**src/rtl/dnlink_pkg.sv**
```systemverilog
// dnlink_pkg: shared types and constants for the AGC downlink receiver.
package dnlink_pkg;

   localparam int unsigned DNLINK_WORD_BITS = 40;

   typedef enum logic [1:0] {
      StGap,
      StStart,
      StBit,
      StEnd
   } slot_state_e;

endpackage

```
**src/rtl/dnlink_rx_if.sv**
```systemverilog
// dnlink_rx_if: valid/ready word handoff from the downlink receiver to the monitor.
interface dnlink_rx_if;
   import dnlink_pkg::*;

   logic [DNLINK_WORD_BITS-1:0] word;
   logic                        word_valid;
   logic                        word_ready;

   modport master (output word, output word_valid, input word_ready);
   modport slave  (input word, input word_valid, output word_ready);

endinterface

```
**src/rtl/dnlink_word_fifo.sv**
```systemverilog
// dnlink_word_fifo: synchronous FIFO of downlink words; a push at full is taken only with a pop.
module dnlink_word_fifo
   import dnlink_pkg::*;
#(
   parameter int unsigned DEPTH = 4
) (
   input  logic                        clk,
   input  logic                        rst,
   input  logic                        push_i,
   input  logic [DNLINK_WORD_BITS-1:0] data_i,
   input  logic                        pop_i,
   output logic [DNLINK_WORD_BITS-1:0] head_o,
   output logic                        full_o,
   output logic                        empty_o
);
   localparam int unsigned AW = (DEPTH > 1) ? $clog2(DEPTH) : 1;

   logic [DNLINK_WORD_BITS-1:0] mem_q [DEPTH];
   logic [AW-1:0]               wptr_q, rptr_q;
   logic [AW:0]                 cnt_q;
   logic                        push_ok, pop_ok;

   assign empty_o = (cnt_q == '0);
   assign full_o  = (cnt_q == (AW + 1)'(DEPTH));
   assign pop_ok  = pop_i && !empty_o;
   assign push_ok = push_i && (!full_o || pop_ok);
   assign head_o  = mem_q[rptr_q];

   always_ff @(posedge clk or posedge rst) begin
      if (rst) begin
         for (int i = 0; i < int'(DEPTH); i++) mem_q[i] <= '0;
         wptr_q <= '0;
         rptr_q <= '0;
         cnt_q  <= '0;
      end else begin
         if (push_ok) begin
            mem_q[wptr_q] <= data_i;
            wptr_q        <= wptr_q + 1'b1;
         end
         if (pop_ok) rptr_q <= rptr_q + 1'b1;
         if (push_ok && !pop_ok) cnt_q <= cnt_q + 1'b1;
         else if (pop_ok && !push_ok) cnt_q <= cnt_q - 1'b1;
      end
   end

endmodule

```
**src/rtl/dnlink_rx.sv**
```systemverilog
// dnlink_rx: AGC downlink receiver -- DKSTRT/DKBSNC/DKEND strobes, DKDATA sampling, word handoff.
// Define DNLINK_FIFO_EN to queue completed words in dnlink_word_fifo instead of one register.
module dnlink_rx
   import dnlink_pkg::*;
#(
   parameter int unsigned PULSE_DIV   = 20,
   parameter int unsigned STROBE_LEN  = 4,
   parameter int unsigned FRAME_SLOTS = 1024,
   parameter int unsigned FIFO_DEPTH  = 4
) (
   input  logic        clk,
   input  logic        rst,
   input  logic        agc_clk,
   input  logic        dkdata,
   output logic        dkstrt,
   output logic        dkbsnc,
   output logic        dkend,
   output logic        overrun,
   output logic        frame_active,
   dnlink_rx_if.master out_if
);
   localparam int unsigned   EW         = (PULSE_DIV > 1) ? $clog2(PULSE_DIV) : 1;
   localparam int unsigned   FW         = $clog2(FRAME_SLOTS);
   localparam logic [EW-1:0] EdgeLast   = EW'(PULSE_DIV - 1);
   localparam logic [EW-1:0] StrobeLen  = EW'(STROBE_LEN);
   localparam logic [EW-1:0] StrobeLast = EW'(STROBE_LEN - 1);
   localparam logic [FW-1:0] FrameLast  = FW'(FRAME_SLOTS - 1);
   localparam logic [5:0]    LastBit    = 6'(DNLINK_WORD_BITS);

   if (FRAME_SLOTS < 43 || STROBE_LEN >= PULSE_DIV || FIFO_DEPTH == 0 ||
       (FIFO_DEPTH & (FIFO_DEPTH - 1)) != 0) begin : g_bad_params
      $error("dnlink_rx: illegal parameter combination");
   end

   logic [1:0]                  agc_sync_q, dk_sync_q;
   logic                        agc_prev_q, tick_q;
   logic [EW-1:0]               edge_q, edge_d;
   logic [FW-1:0]               frame_q, frame_d;
   slot_state_e                 state_q, state_d;
   logic [5:0]                  bitn_q, bitn_d;
   logic [DNLINK_WORD_BITS-1:0] shreg_q, shreg_d;
   logic                        dkstrt_d, dkbsnc_d, dkend_d, frame_active_d, overrun_d;
   logic                        slot_wrap, strobe_on, sample, complete;

   always_ff @(posedge clk or posedge rst) begin
      if (rst) begin
         agc_sync_q <= '0;
         agc_prev_q <= 1'b0;
         tick_q     <= 1'b0;
         dk_sync_q  <= '0;
      end else begin
         agc_sync_q <= {agc_sync_q[0], agc_clk};
         agc_prev_q <= agc_sync_q[1];
         tick_q     <= agc_sync_q[1] & ~agc_prev_q;
         dk_sync_q  <= {dk_sync_q[0], dkdata};
      end
   end

   always_comb begin
      edge_d    = edge_q;
      frame_d   = frame_q;
      slot_wrap = 1'b0;
      if (tick_q) begin
         if (edge_q == EdgeLast) begin
            edge_d    = '0;
            slot_wrap = 1'b1;
            frame_d   = (frame_q == FrameLast) ? '0 : frame_q + 1'b1;
         end else begin
            edge_d = edge_q + 1'b1;
         end
      end
   end

   always_comb begin
      state_d = state_q;
      bitn_d  = bitn_q;
      if (slot_wrap) begin
         unique case (state_q)
            StGap:   if (frame_q == FrameLast) state_d = StStart;
            StStart: begin
               state_d = StBit;
               bitn_d  = 6'd1;
            end
            StBit:   if (bitn_q == LastBit) state_d = StEnd;
                     else bitn_d = bitn_q + 6'd1;
            StEnd:   state_d = StGap;
            default: state_d = StGap;
         endcase
      end
      strobe_on      = (edge_q < StrobeLen);
      dkstrt_d       = (state_q == StStart) && strobe_on;
      dkbsnc_d       = (state_q == StBit) && strobe_on;
      dkend_d        = (state_q == StEnd) && strobe_on;
      frame_active_d = (state_q != StGap);
      // DKDATA is taken on the tick that ends the bit strobe.
      sample   = tick_q && (state_q == StBit) && (edge_q == StrobeLast);
      shreg_d  = sample ? {shreg_q[DNLINK_WORD_BITS-2:0], dk_sync_q[1]} : shreg_q;
      complete = sample && (bitn_q == LastBit);
   end

   always_ff @(posedge clk or posedge rst) begin
      if (rst) begin
         edge_q       <= '0;
         frame_q      <= FrameLast;
         state_q      <= StGap;
         bitn_q       <= '0;
         shreg_q      <= '0;
         dkstrt       <= 1'b0;
         dkbsnc       <= 1'b0;
         dkend        <= 1'b0;
         frame_active <= 1'b0;
         overrun      <= 1'b0;
      end else begin
         edge_q       <= edge_d;
         frame_q      <= frame_d;
         state_q      <= state_d;
         bitn_q       <= bitn_d;
         shreg_q      <= shreg_d;
         dkstrt       <= dkstrt_d;
         dkbsnc       <= dkbsnc_d;
         dkend        <= dkend_d;
         frame_active <= frame_active_d;
         overrun      <= overrun_d;
      end
   end

`ifdef DNLINK_FIFO_EN
   logic                        fifo_full, fifo_empty, fifo_pop;
   logic [DNLINK_WORD_BITS-1:0] fifo_head;

   assign fifo_pop          = !fifo_empty && out_if.word_ready;
   assign overrun_d         = complete && fifo_full && !fifo_pop;
   assign out_if.word       = fifo_head;
   assign out_if.word_valid = !fifo_empty;

   dnlink_word_fifo #(
      .DEPTH (FIFO_DEPTH)
   ) u_fifo (
      .clk     (clk),
      .rst     (rst),
      .push_i  (complete),
      .data_i  (shreg_d),
      .pop_i   (fifo_pop),
      .head_o  (fifo_head),
      .full_o  (fifo_full),
      .empty_o (fifo_empty)
   );
`else
   logic [DNLINK_WORD_BITS-1:0] word_q, word_d;
   logic                        valid_q, valid_d;

   always_comb begin
      word_d    = word_q;
      valid_d   = valid_q;
      overrun_d = 1'b0;
      if (valid_q && out_if.word_ready) valid_d = 1'b0;
      // A full register only takes the new word if the old one leaves this cycle.
      if (complete) begin
         if (!valid_q || out_if.word_ready) begin
            word_d  = shreg_d;
            valid_d = 1'b1;
         end else begin
            overrun_d = 1'b1;
         end
      end
   end

   always_ff @(posedge clk or posedge rst) begin
      if (rst) begin
         word_q  <= '0;
         valid_q <= 1'b0;
      end else begin
         word_q  <= word_d;
         valid_q <= valid_d;
      end
   end

   assign out_if.word       = word_q;
   assign out_if.word_valid = valid_q;
`endif

endmodule

```
**src/flat_wrapper.sv**
```systemverilog
// flat-port wrapper written by rule: the top's interface ports become plain ports
module dnlink_rx_flat import dnlink_pkg::*;
#(
   parameter int unsigned PULSE_DIV   = 20,
   parameter int unsigned STROBE_LEN  = 4,
   parameter int unsigned FRAME_SLOTS = 1024,
   parameter int unsigned FIFO_DEPTH  = 4
)
  (clk, rst, agc_clk, dkdata, dkstrt, dkbsnc, dkend, overrun, frame_active, out_if_word, out_if_word_valid, out_if_word_ready);
  dnlink_rx_if out_if_i ();
  input  logic clk;
  input  logic rst;
  input  logic agc_clk;
  input  logic dkdata;
  output logic dkstrt;
  output logic dkbsnc;
  output logic dkend;
  output logic overrun;
  output logic frame_active;
  output wire logic [$bits(out_if_i.word)-1:0] out_if_word;
  output wire logic [$bits(out_if_i.word_valid)-1:0] out_if_word_valid;
  input wire logic [$bits(out_if_i.word_ready)-1:0] out_if_word_ready;
  assign out_if_word = out_if_i.word;
  assign out_if_word_valid = out_if_i.word_valid;
  assign out_if_i.word_ready = out_if_word_ready;
  dnlink_rx #(.PULSE_DIV(PULSE_DIV), .STROBE_LEN(STROBE_LEN), .FRAME_SLOTS(FRAME_SLOTS), .FIFO_DEPTH(FIFO_DEPTH)) u_core (.clk(clk), .rst(rst), .agc_clk(agc_clk), .dkdata(dkdata), .dkstrt(dkstrt), .dkbsnc(dkbsnc), .dkend(dkend), .overrun(overrun), .frame_active(frame_active), .out_if(out_if_i));
endmodule
```
**config.mk**
```make
export PLATFORM = sky130hd
export DESIGN_NAME = dnlink_rx_flat
export DESIGN_NICKNAME = d
export VERILOG_FILES = /design/src/rtl/dnlink_pkg.sv /design/src/rtl/dnlink_rx_if.sv /design/src/rtl/dnlink_word_fifo.sv /design/src/rtl/dnlink_rx.sv /design/src/flat_wrapper.sv
export SDC_FILE = /design/constraint.sdc
export NUM_CORES = 1
export LEC_CHECK = 0
export ABC_CLOCK_PERIOD_IN_PS = 4600
export BUFFER_PORTS_ARGS = -buffer_cell sky130_fd_sc_hd__buf_2
export CELL_PAD_IN_SITES_DETAIL_PLACEMENT = 0
export CELL_PAD_IN_SITES_GLOBAL_PLACEMENT = 1
export CORE_UTILIZATION = 45
export DETAILED_ROUTE_END_ITERATION = 10
export GPL_TIMING_DRIVEN = 0
export PLACE_DENSITY = 0.73
export REMOVE_ABC_BUFFERS = 1
export SETUP_SLACK_MARGIN = 0.1
export SYNTH_ARGS = -nofsm -noshare
export SYNTH_HDL_FRONTEND = slang
export SYNTH_HIERARCHICAL = 1
export SYNTH_SLANG_ARGS = --single-unit
```
**constraint.sdc**
```tcl
create_clock -name clk -period 4.6 [get_ports clk]
set_clock_uncertainty 0.05 [all_clocks]
set_input_delay 0.46 -clock clk [delete_from_list [all_inputs] [get_ports clk]]
set_output_delay 0.46 -clock clk [all_outputs]
set_load 0.1 [all_outputs]
```
==> results, run 1 <==
- The wire-length estimate of the detail-placed layout is 4.79 mm.
- In this run the worst setup path begins at u_core/state_q[0].
- In this run the power spent charging and discharging nets is 0.531 mW.
- Entering global routing, the biggest net connects 72 pins.
- Measured against its own limit, the worst slew margin works out to 41.6%.
- For the worst setup path, the data required time is 4.95 ns.
- The critical path startpoint category is a register.
- Synthesis inferred 115 register bits.
- The final weighted congestion in routability-driven placement is 0.729.
- Per report_power, the sequential group accounts for ~44% of the total.
- The quantity of gates resized following cts is 0.
- In the layout the commonest cells are sky130_fd_sc_hd__dfrtp_1, sky130_fd_sc_hd__buf_2, sky130_fd_sc_hd__mux2_4.
- The initial antenna violation count was 0.
- The count of placed standard cells including taps is 494.
- The average instance in the mapped netlist occupies 15.0 um2.
- Cells fill 55.6% of the core in the end.
- The detailed-route wire length is 7.74 mm.
- The startpoint identified for the worst hold timing path is out_if_word_ready.
- The routed via count divided by cell count is 4.91.
- Setup repair after global routing left no endpoint under its margin.
- The critical path is of the register to register type.
- The minimum hold slack is between 0.2 and 0.25 ns.
- The total congestion overflow after global routing is 0.
- The clock network is responsible for 52.1% of the overall power.
- The aggregate global-route resource usage is between 15 and 20%.
- The kind of cell adding the most delay to the critical path is simple AND/OR/NAND/NOR gates.
- The measured slew at the worst slew-check pin is 0.876 ns.
- Clock tree synthesis selected as its root buffer the cell sky130_fd_sc_hd__clkbuf_8.
- After layout, the worst path uses 71.8% of the clock period.
- The layout cell share with drive strength beyond 1 is 44.5%.
- Subtracting the final worst setup slack from the clock period gives 3.30 ns.
- The sequential share of the synthesized area is 60.0%.
- On the worst path, the slowest cell contributes a delay of 0.95 ns.
- The iteration count of the initial detailed-routing pass is 4.
- The detailed-route wire length per cell is 14.6 um.
- The highest net fanout along the worst path is 43.
- The power after layout is 2.49 mW.
- The number of endpoints with negative hold slack in the final report is 0.
- The cell area that synthesis handed to floorplanning was 0.00482 mm2.
- The number of instances in the synthesized netlist is 320.
- In this run the critical register-to-register path is launched from u_core/state_q[0].
- The warning count from the yosys run is 6.
- The level count of the clock H-tree is 4.
- The reported max-cap violation count is 0.
- The area growth from synthesis to final layout is 19.8%.
- VDD sags by at most 0.260 mV.
- The final standard cell count with taps included and fillers excluded is 529.
- The slowest stage cell on the critical path is sky130_fd_sc_hd__or3b_4.
- The clock latency reported for the late side of the worst-skew pair is 0.51 ns.
- Cell internal power was estimated by the tool at approximately 2 mW.
- The signal on the critical path passes through inv_1 -> ha_1 -> nand4_4 -> or3b_4 -> mux2_4.
- The first global-routing pass estimated 13.3 mm of wire.
- The floorplan step defined a die boundary enclosing around 0.011 mm2.
- The instance area after placement is 0.00514 mm2.
- Setup violations remaining at the end of the flow were counted as 0.
- The switching power as a share of total power is 21.4%.
- The clock transition at the registers of the reported paths is 0.05 ns.
- The combinational fraction of design power is ~4.1%.
- The run finished with clean final reports.
- The analysis attributes to cell leakage a power of 3.02 nW.
- After synthesis, the netlist uses between 40 and 50 different library cells.
- The maximum clock frequency is 0.303 GHz.
- The DRC violation count after routing is 0.
- The leading cell type in the layout, fill and taps excluded is sky130_fd_sc_hd__dfrtp_1.
- The signal arrival time at the worst endpoint is 3.65 ns.
- The tightest min-delay check is of the input port to register type.
- For this configuration, the core starts out at a cell density of roughly 46%.
- The count of inserted antenna diode cells is 0.
- After routing the design area is about 0.0058 mm2.
- The post-route antenna net violation count is 0.
- No sink is reached through more buffers than the 2 on the longest clock path.
- The power density over the cells is about 430 mW/mm2.
- The final-stage net count is 393.
- The number of global-route vias before repair is about 2700.
- The CTS tree is built.
- The floorplan step defined a core boundary enclosing slightly above 0.01 mm2.
- The detailed router's first-iteration violation count is around 90.
- The floorplan step set the die height to 105 um.
- Port buffering added 50 buffers.
- The top-level I/O count is 51.
- The detailed router placed 2595 vias in this run.
- The max-slew violation count is 0.
- In this run the horizontal extent of the chip is 105 um.
- The floorplan has 37 rows.
- Counting every sink on the clock net gives 115.
- Counting both buffers and inverters, the worst setup path holds a total of 1.
- The number of clock buffers added by TritonCTS is 17.
- The critical path capture point type is a register.
## final timing paths
kind | to | slack, ns | depth (start not counted)
max | u_core/out_if.word[8] | 1.30 | 5
min | u_core/overrun | 0.22 | 3
max reg2reg | u_core/out_if.word[8] | 1.30 | 5
min reg2reg | u_core/agc_sync_q[1] | 0.30 | 0
max in group asynchronous | u_core/frame_q[7] | 3.21 | 4
min in group asynchronous | u_core/shreg_q[36] | 0.52 | 3
## area by class of cell
| type | count | area (um2) |
|---|---|---|
| fillers | 871 | 4600 |
| flip-flops and latches | 115 | 2890 |
| multi-input cells | 182 | 1770 |
| clock buffers | 23 | 467 |
| repair buffers | 54 | 308 |
| well taps | 136 | 170 |
| clock inverters | 9 | 128 |
| inverters | 10 | 40.0 |
## worst register-to-register path, delay by kind of cell, from the launching register on
kind | cells | cell delay, ns
fa+ha+maj | 1 | 0.50
buf+inv | 1 | 0.10
flops | 1 | 0.41
mux | 1 | 0.44
simple gates | 2 | 1.70
## Yosys cell counts, drive strengths merged
master	instances	area share, %
nand4bb	1	0.23
inv	10	0.78
nand2	15	1.2
o311ai	2	0.36
clkbuf	5	0.39
xnor2	8	1.5
nand2b	2	0.26
nor3	5	0.75
ha	8	2.1
nand3b	2	0.31
xor2	3	0.55
a22o	1	0.18
nor4	2	0.26
dfrtp	105	55
dfstp	10	5.5
buf	8	2.2
nor2b	1	0.13
o311a	1	0.21
a21oi	2	0.21
nor2	12	0.99
or3b	1	0.18
o32a	1	0.21
a221oi	1	0.31
nand3	8	0.94
o2bb2ai	1	0.18
and2	4	0.52
o211ai	1	0.16
or2	1	0.13
or3	2	0.26
nand4	8	1.4
nor3b	1	0.26
o21ai	5	0.52
a2bb2oi	1	0.18
mux2	82	22
## metrics by stage
step / TNS, ns / setup slack [ns]
after floorplan: 0 / 1.06
after global placement: -20.20 / -0.199
after detailed placement: 0 / 1.25
after CTS: 0 / 1.24
after global routing: 0 / 1.09
final: 0 / 1.30
## per-layer routing
layer	track usage (%)	part of all wire (%)	vias to the layer above
met5	0	0	-
met4	7.55	1.4	0
met3	5.63	4.0	11
met2	22.7	46	50
met1	20.8	49	1290
li1	-	-	1244
## repair_timing
action                                 in CTS  in global routing
hold buffers                                3                  0
endpoints found under the hold margin      41                  0
setup buffers                               0                  0
## cells by family after synthesis
| kind of cell | count (synthesis) | share of synthesized area [%] |
|---|---|---|
| adders and majority gates | 8 | 2.08 |
| and+or+nand+nor | 65 | 7.74 |
| DFF | 115 | 60.0 |
| AOI/OAI and AO/OA | 16 | 2.52 |
| muxes | 82 | 22.3 |
| buffers and inverters | 23 | 3.35 |
| xor gates and xnor gates | 11 | 2.00 |
## flip-flops by register name, indices dropped and copies added, names as in the netlist
register,count
u_core/shreg_q,40
u_core/agc_prev_q,1
u_core/edge_q,5
u_core/agc_sync_q,2
u_core/frame_active,1
u_core/dkbsnc,1
u_core/state_q,2
u_core/out_if.word,40
u_core/out_if.word_valid,1
u_core/dkend,1
u_core/tick_q,1
u_core/bitn_q,6
u_core/frame_q,10
u_core/dkstrt,1
u_core/dk_sync_q,2
u_core/overrun,1
## power groups by stage
stage / sequential (mW) / clock [mW] / combinational, mW
floorplan: 1.10 / 0 / 0.0795
global placement: 1.10 / 0 / 0.0957
detailed placement: 1.10 / 0 / 0.101
CTS: 1.09 / 1.33 / 0.105
global route: 1.09 / 1.37 / 0.118
finish: 1.09 / 1.30 / 0.102
(Power assumes the default switching activity.)
==> run 2: changes to the inputs <==
- ABC_CLOCK_PERIOD_IN_PS: 4600 -> 2700
- CORE_UTILIZATION: 45 -> 44
- PLACE_DENSITY: 0.73 -> 0.74
- clock period: 4.6 -> 2.7 ns (I/O delays scaled with it)
==> run 2 against run 1 <==
Compared with the run above:
- fmax increased by 33%
- setup slack worse by 1.1 ns
- non-clock buffer count unchanged
- clock power up 52%
- via count increased by 6.3%
- critical endpoint is now u_core/out_if.word[35]
- largest power group unchanged
==> results, run 2 (synthesis results as in run 1) <==
- In this design, the largest share of critical-path delay is due to simple AND/OR/NAND/NOR gates.
- The later pin in the worst-skew pair is clocked with a latency of 0.51 ns.
- Timing would allow up to 0.404 GHz.
- Global routing consumed, on the met1 layer, a little under a quarter of the routing resources.
- The run finished with clean final reports.
- The leading cell type in the layout, fill and taps excluded is sky130_fd_sc_hd__dfrtp_1.
- The number of cells on the worst reg-to-reg path is 4.
- The power density over the cells is 696 mW/mm2.
- The final critical-path required period is 2.47 ns.
- The path type of the worst setup path is register to register.
- The die covers 0.0114 mm2.
- Clock tree synthesis selected as its root buffer the cell sky130_fd_sc_hd__clkbuf_8.
- On the worst path, the slowest cell contributes a delay of 0.65 ns.
- The worst ir drop on vdd is 0.463 mV.
- The kind of path behind the tightest hold check is input port to register.
- STA classifies the critical path endpoint as a register.
- Setup repair after global routing left no endpoint under its margin.
- The maximum number of pins on one net before global-route repair is 63.
- The core area is 0.0105 mm2.
- Once the floorplan was initialized, standard cells occupied 46.0% of the core.
- The slowest stage cell on the critical path is sky130_fd_sc_hd__or3b_4.
- Setup violations remaining at the end of the flow were counted as 0.
- In the global route stage, met3 resource usage came out at under 10%.
- The detailed-route wire length per cell is 16.8 um.
- In this run the core area contains 37 standard-cell rows.
- Walking the worst path, the cells encountered are nor3_4 -> nand4_4 -> or3b_4 -> mux2_4.
- In the routed layout, each cell is associated on average with a via count of roughly 5.2.
- Measured along the y axis, the die boundary spans around 110 um.
- The signal arrival time at the worst endpoint is between 2 and 3 ns.
- The max-slew violation count is 0.
- The net count of the finished layout is just under 400.
- The count of clock tree sinks is between 100 and 150.
- The met2 global-route usage is 25.8%.
- The count of buffer and inverter cells on the critical path is 0.
- The first global-routing pass estimated 14.6 mm of wire.
- For this run the aggregate overflow at the end of global routing stands at 0.
- In this run the tightest slew margin relative to its limit is 48.0%.
- The top cell types in the final layout, fill and taps aside, are sky130_fd_sc_hd__dfrtp_1, sky130_fd_sc_hd__buf_2, sky130_fd_sc_hd__mux2_4.
- Setup total negative slack on the finished layout was measured at 0 ns.
- The number of endpoints with negative hold slack in the final report is 0.
- At the pin with the least slew margin, the transition time is a little under 0.8 ns.
- Setup slack closes at ~0.23 ns.
- The required time of the worst setup path is 3.04 ns.
- In the finished design, the share of the clock period the worst path needs comes to 91.7%.
- The number of global-route vias before repair is ~2800.
- Pin placement for this block handled a little over 50 I/O pins.
- Cells with a size suffix above 1 make up 44.7% of the layout.
- The CTS tree is built.
- The iteration count of the initial detailed-routing pass is 4.
- At the end of the flow the core is filled with cells to 55.2%.
- The worst slack at placement is -0.655 ns.
- The endpoint of the worst-slack reg-to-reg timing path is u_core/out_if.word[35].
- The worst register-to-register path begins at u_core/edge_q[2].
- Max-cap violations in this run came to 0.
- The initial antenna violation count is 0.
- The number of buffers added on ports is 50.
- The total stage count of the critical path is 4.
- The detailed router's first-iteration violation count is 116.
- The number of antenna diodes in the final layout is 0.
- The leakage power is ~3.0 nW.
- The clock transition at the registers of the reported paths is 0.05 ns.
- The global routing stage identified its most utilized layer as met2.
- The die is 107 um wide.
- The congestion estimate from routability-driven global placement came to roughly 0.70.
- The post-route antenna net violation count is 0.
- The design draws roughly 4 mW.
- After detailed routing, the total wire length is around 9 mm.
- After detailed routing, the number of remaining DRC violations is 0.
- The clock passes through at most 2 buffers.
- The startpoint of the most critical setup path is u_core/edge_q[2].
- The endpoint of the most critical setup path is u_core/out_if.word[35].
- The aggregate global-route resource usage is 17.3%.
- The total CTS buffers is 17.
- The total vias in the final route is between 2000 and 3000.
- The worst setup path is launched from a register.
- The half-perimeter wire length after detailed placement is 4.84 mm.
- The highest net fanout along the worst path is 14.
- Compared with the post-synthesis result, the final layout area differs by 20.0%.
- The setup slack on the worst flop-to-flop path is 0.23 ns.
- The level count of the clock H-tree is 4.
==> run 2: cell count changes in the layout (fill, tap and decap cells not counted), sizes merged <==
cell | previous run | this run
clkbuf | 23 | 25
bufinv | 3 | 1
or3b | 1 | 4
nand4 | 8 | 10
==> run 2: worst min-delay path by stage <==
stage	startpoint	end	slack [ns]	cells after the start
final	out_if_word_ready	u_core/overrun	0.18	3
after global routing	out_if_word_ready	u_core/overrun	0.20	3
after CTS	out_if_word_ready	u_core/overrun	0.08	3
after detailed placement	u_core/agc_sync_q[0]	u_core/agc_sync_q[1]	0.29	0
after global placement	u_core/dk_sync_q[0]	u_core/dk_sync_q[1]	0.28	0
after floorplan	agc_clk	u_core/agc_sync_q[0]	0.25	0
==> run 2: layer usage <==
layer  up-vias  share of wire [%]
li1       1276                  -
met1      1410                 48
met2        59                 45
met3        14                5.3
met4         0                1.7
met5         -                  0
==> run 2: worst reg2reg max path: cells and delay by family (launching register included) <==
family        cells  cell delay [ns]
flops             1             0.47
mux               1             0.34
simple gates      3             1.50
==> run 2: final cells by class <==
type                    instances  area, um2
clock inverters                 7       60.1
multi-input cells             187       1850
flip-flops and latches        115       2890
clock buffers                  25        464
inverters                      10       40.0
repair buffers                 54        308
well taps                     136        170
fillers                       891       4680
==> run 2: metrics by stage <==
step,hold slack [ns],instance area [um2],std cells
3_5_place_dp,0.287,5140,494
2_1_floorplan,0.251,4690,307
6_report,0.179,5780,534
3_3_place_gp,0.283,5110,493
5_1_grt,0.198,5780,534
4_1_cts,0.0838,5750,532
==> run 2: where the power goes <==
part / total, mW / switching [mW] / internal [mW]
clock: 1.98 / 0.720 / 1.26
sequential: 1.85 / 0.0678 / 1.79
combinational: 0.195 / 0.124 / 0.0714
total: 4.02 / 0.911 / 3.11
==> run 2: what timing repair did <==
action,4_1_cts,5_1_grt
hold endpoints to repair,60,0
cloned,3,2
pin swaps,2,1
resized for setup,3,3
buffers inserted,0,0
hold buffers,3,0
setup endpoints to repair,40,40
==> run 3: changes to the inputs <==
- ABC_CLOCK_PERIOD_IN_PS: 2700 -> 2900
- CORE_UTILIZATION: 44 -> 45
- PLACE_DENSITY: 0.74 -> 0.73
- clock period: 2.7 -> 2.9 ns (I/O delays scaled with it)
==> run 3 against run 2 <==
Compared with the run above:
- flip-flop and latch count did not move
- sequential share of layout area down 0.32 points
- cell area increased by 0.65%
- highest routed layer unchanged
- largest cell class unchanged
- first-iteration DRC count fell by 12%
- die area down 2.2%
- routed wire length shrank 6.0%
==> results, run 3 (synthesis results as in run 1) <==
- The flow ran to the end, and the final reports show no timing, DRC or antenna violations.
- The core area is 0.0104 mm2.
- The level count of the clock H-tree is 4.
- After clock tree synthesis, the clock-pin slew on the worst setup and hold paths is 0.05 ns.
- Setup total negative slack on the finished layout was measured at 0 ns.
- TritonCTS built the clock tree.
- The count of clock tree sinks is 115.
- Clock tree synthesis inserted a total of 17 buffers.
- The clock latency reported for the late side of the worst-skew pair is between 0.5 and 0.6 ns.
- Routability-driven placement finished with a final weighted congestion of between 0.7 and 0.8.
- The startpoint of the worst register-to-register path is u_core/state_q[0].
- Using the TritonRoute via totals, the vias-per-cell ratio works out to 5.04.
- Once layout is complete, the utilization of the core stands at 56.1%.
- The detailed-route wire length on metal 1 is between 4 and 5 mm.
- The measured slew at the worst slew-check pin is 0.588 ns.
- After the first detailed-routing iteration, the DRC count stood at between 100 and 150.
- Detailed routing placed a total of 3.98 mm of wire on met2.
- The post-route antenna net violation count is 0.
- After detailed placement, the design holds a cell count of 494.
- For this run, the top clock speed supported by timing is 0.395 GHz.
- The worst max-slew margin expressed relative to the limit is 60.8%.
- In the final routed layout, each cell accounts on average for 15.9 um.
- The final layout contains routed wiring with a total length of about 8.4 mm.
- The root buffer cell chosen for the clock tree is sky130_fd_sc_hd__clkbuf_8.
- The worst register-to-register path has a setup slack of roughly 0.37 ns.
- The endpoint of the most critical setup path is u_core/out_if.word[26].
- Data on the critical path is required at its endpoint by 3.24 ns.
- The largest incremental delay on the critical path is 0.68 ns.
- In this run the tool buffered the top-level ports with 50 buffer cells.
- Detailed routing inserted a total of 2680 vias.
- The max-slew violation count is 0.
- The initial antenna violation count is 0.
- The setup violation total in the final timing report is 0.
- Entering global routing, the biggest net connects 72 pins.
- The path type of the worst setup path is register to register.
- The die is between 100 and 150 um tall.
- The first global-routing pass estimated 14.3 mm of wire.
- For this run, design rule violations remaining after detail routing come to 0.
- Before antenna repair, the detailed router went through 5 iterations.
- The aggregate global-route resource usage is 17.1%.
- The total congestion overflow after global routing is 0.
- The final layout contains 396 nets.
- In this run the worst setup path begins at u_core/state_q[0].
- The number of antenna diodes in the final layout is 0.
- The slowest stage cell on the critical path is sky130_fd_sc_hd__or3b_4.
- 51 I/O pins were placed.
- The worst ir drop on vdd is 0.375 mV.
- Grouping stages by cell kind, the critical path spends the most delay in simple AND/OR/NAND/NOR gates.
- The highest net fanout along the worst path is 20.
- Leaving out fill and tap cells, the most frequent cell in the layout is sky130_fd_sc_hd__dfrtp_1.
- Once the floorplan was initialized, standard cells occupied 46.4% of the core.
- The highest metal layer used by the detailed router is met4.
- The analysis attributes to cell leakage a power of 3.04 nW.
- The power density over the cells is 681 mW/mm2.
- The layout cell share with drive strength beyond 1 is 45.2%.
- STA classifies the critical path startpoint as a register.
- The standard-cell row count is 37.
- The critical path goes through inv_1 -> ha_2 -> nand4_4 -> or3b_4 -> mux2_4.
- The signal arrival time at the worst endpoint is roughly 2.9 ns.
- The number of endpoints with negative hold slack in the final report came to 0.
- In the layout the commonest cells are sky130_fd_sc_hd__dfrtp_1, sky130_fd_sc_hd__buf_2, sky130_fd_sc_hd__mux2_4.
- The die area is 0.0111 mm2.
- The final standard cell count with taps included and fillers excluded is between 500 and 600.
- The number of buffers on the longest clock path is 2.
- The critical path crosses 5 cells after its start point.
- The minimum hold slack is between 0.1 and 0.15 ns.
- The number of cells on the worst reg-to-reg path is 5.
- Relative to the synthesized area, the layout overhead comes to 20.8%.
- The placed instances occupy a cell area of 0.00514 mm2.
- Across the run, the number of max-cap violations was 0.
- In this run the post-CTS setup repair buffer count came out at 0.
- The amount of wire on met3 after detailed routing is 342 um.
- Setup repair after global routing left no endpoint under its margin.
- The count of buffer and inverter cells on the critical path is 1.
- The endpoint identified for the worst register-to-register timing path is u_core/out_if.word[26].
- The final critical-path required period is 2.53 ns.
- The number of global-route vias before repair is 2805.
- STA classifies the critical path endpoint as a register.
- The half-perimeter wire length after detailed placement is ~4.8 mm.
- The min-delay analysis places its worst path in the category input port to register.
- In this run the horizontal extent of the chip is 105 um.
- Of the available clock period, the critical path in the final layout requires between 80% and 90%.
- The final non-filler cell area is 0.00582 mm2.
run 3: final cells by class:
class,instances,area (um2)
clock buffer,23,467
clock inverter,9,128
fill,866,4550
inverter,10,40.0
multi-input combinational,185,1810
sequential,115,2890
tap,136,170
timing repair buffer,54,308
run 3: worst min-delay path by stage:
stage | start | endpoint | cells after the start
floorplan | agc_clk | u_core/agc_sync_q[0] | 0
global placement | u_core/dk_sync_q[0] | u_core/dk_sync_q[1] | 0
detailed placement | u_core/agc_sync_q[0] | u_core/agc_sync_q[1] | 0
CTS | out_if_word_ready | u_core/overrun | 3
global route | out_if_word_ready | u_core/overrun | 3
finish | out_if_word_ready | u_core/overrun | 3
run 3: where the power goes:
group | internal (mW) | switching [mW] | leakage (nW)
sequential | 1.66 | 0.0635 | 1.55
combinational | 0.0661 | 0.114 | 1.20
clock | 1.37 | 0.682 | 0.296
run 3: what timing repair did:
| action | 4_1_cts | 5_1_grt |
|---|---|---|
| setup endpoints to repair | 40 | 0 |
| gates resized for setup | 3 | 0 |
| hold buffers | 3 | 0 |
| hold endpoints to repair | 41 | 0 |
run 3: per-stage QoR:
step	total power, mW	worst slack, ns
2_1_floorplan	1.86	-0.479
3_3_place_gp	1.90	-1.73
3_5_place_dp	1.91	-0.455
4_1_cts	4.02	0.348
5_1_grt	4.12	0.251
6_report	3.96	0.371
run 3: worst min-delay path, stage by stage:
cell                       delay, ns
sky130_fd_sc_hd__buf_2          0.07
sky130_fd_sc_hd__nand2b_1       0.21
sky130_fd_sc_hd__nor3_1         0.08
run 3: per-layer routing:
layer,global-route usage [%],up-vias
li1,-,1262
met5,0,-
met2,25.1,47
met1,23.0,1363
met4,7.24,0
met3,6.00,8
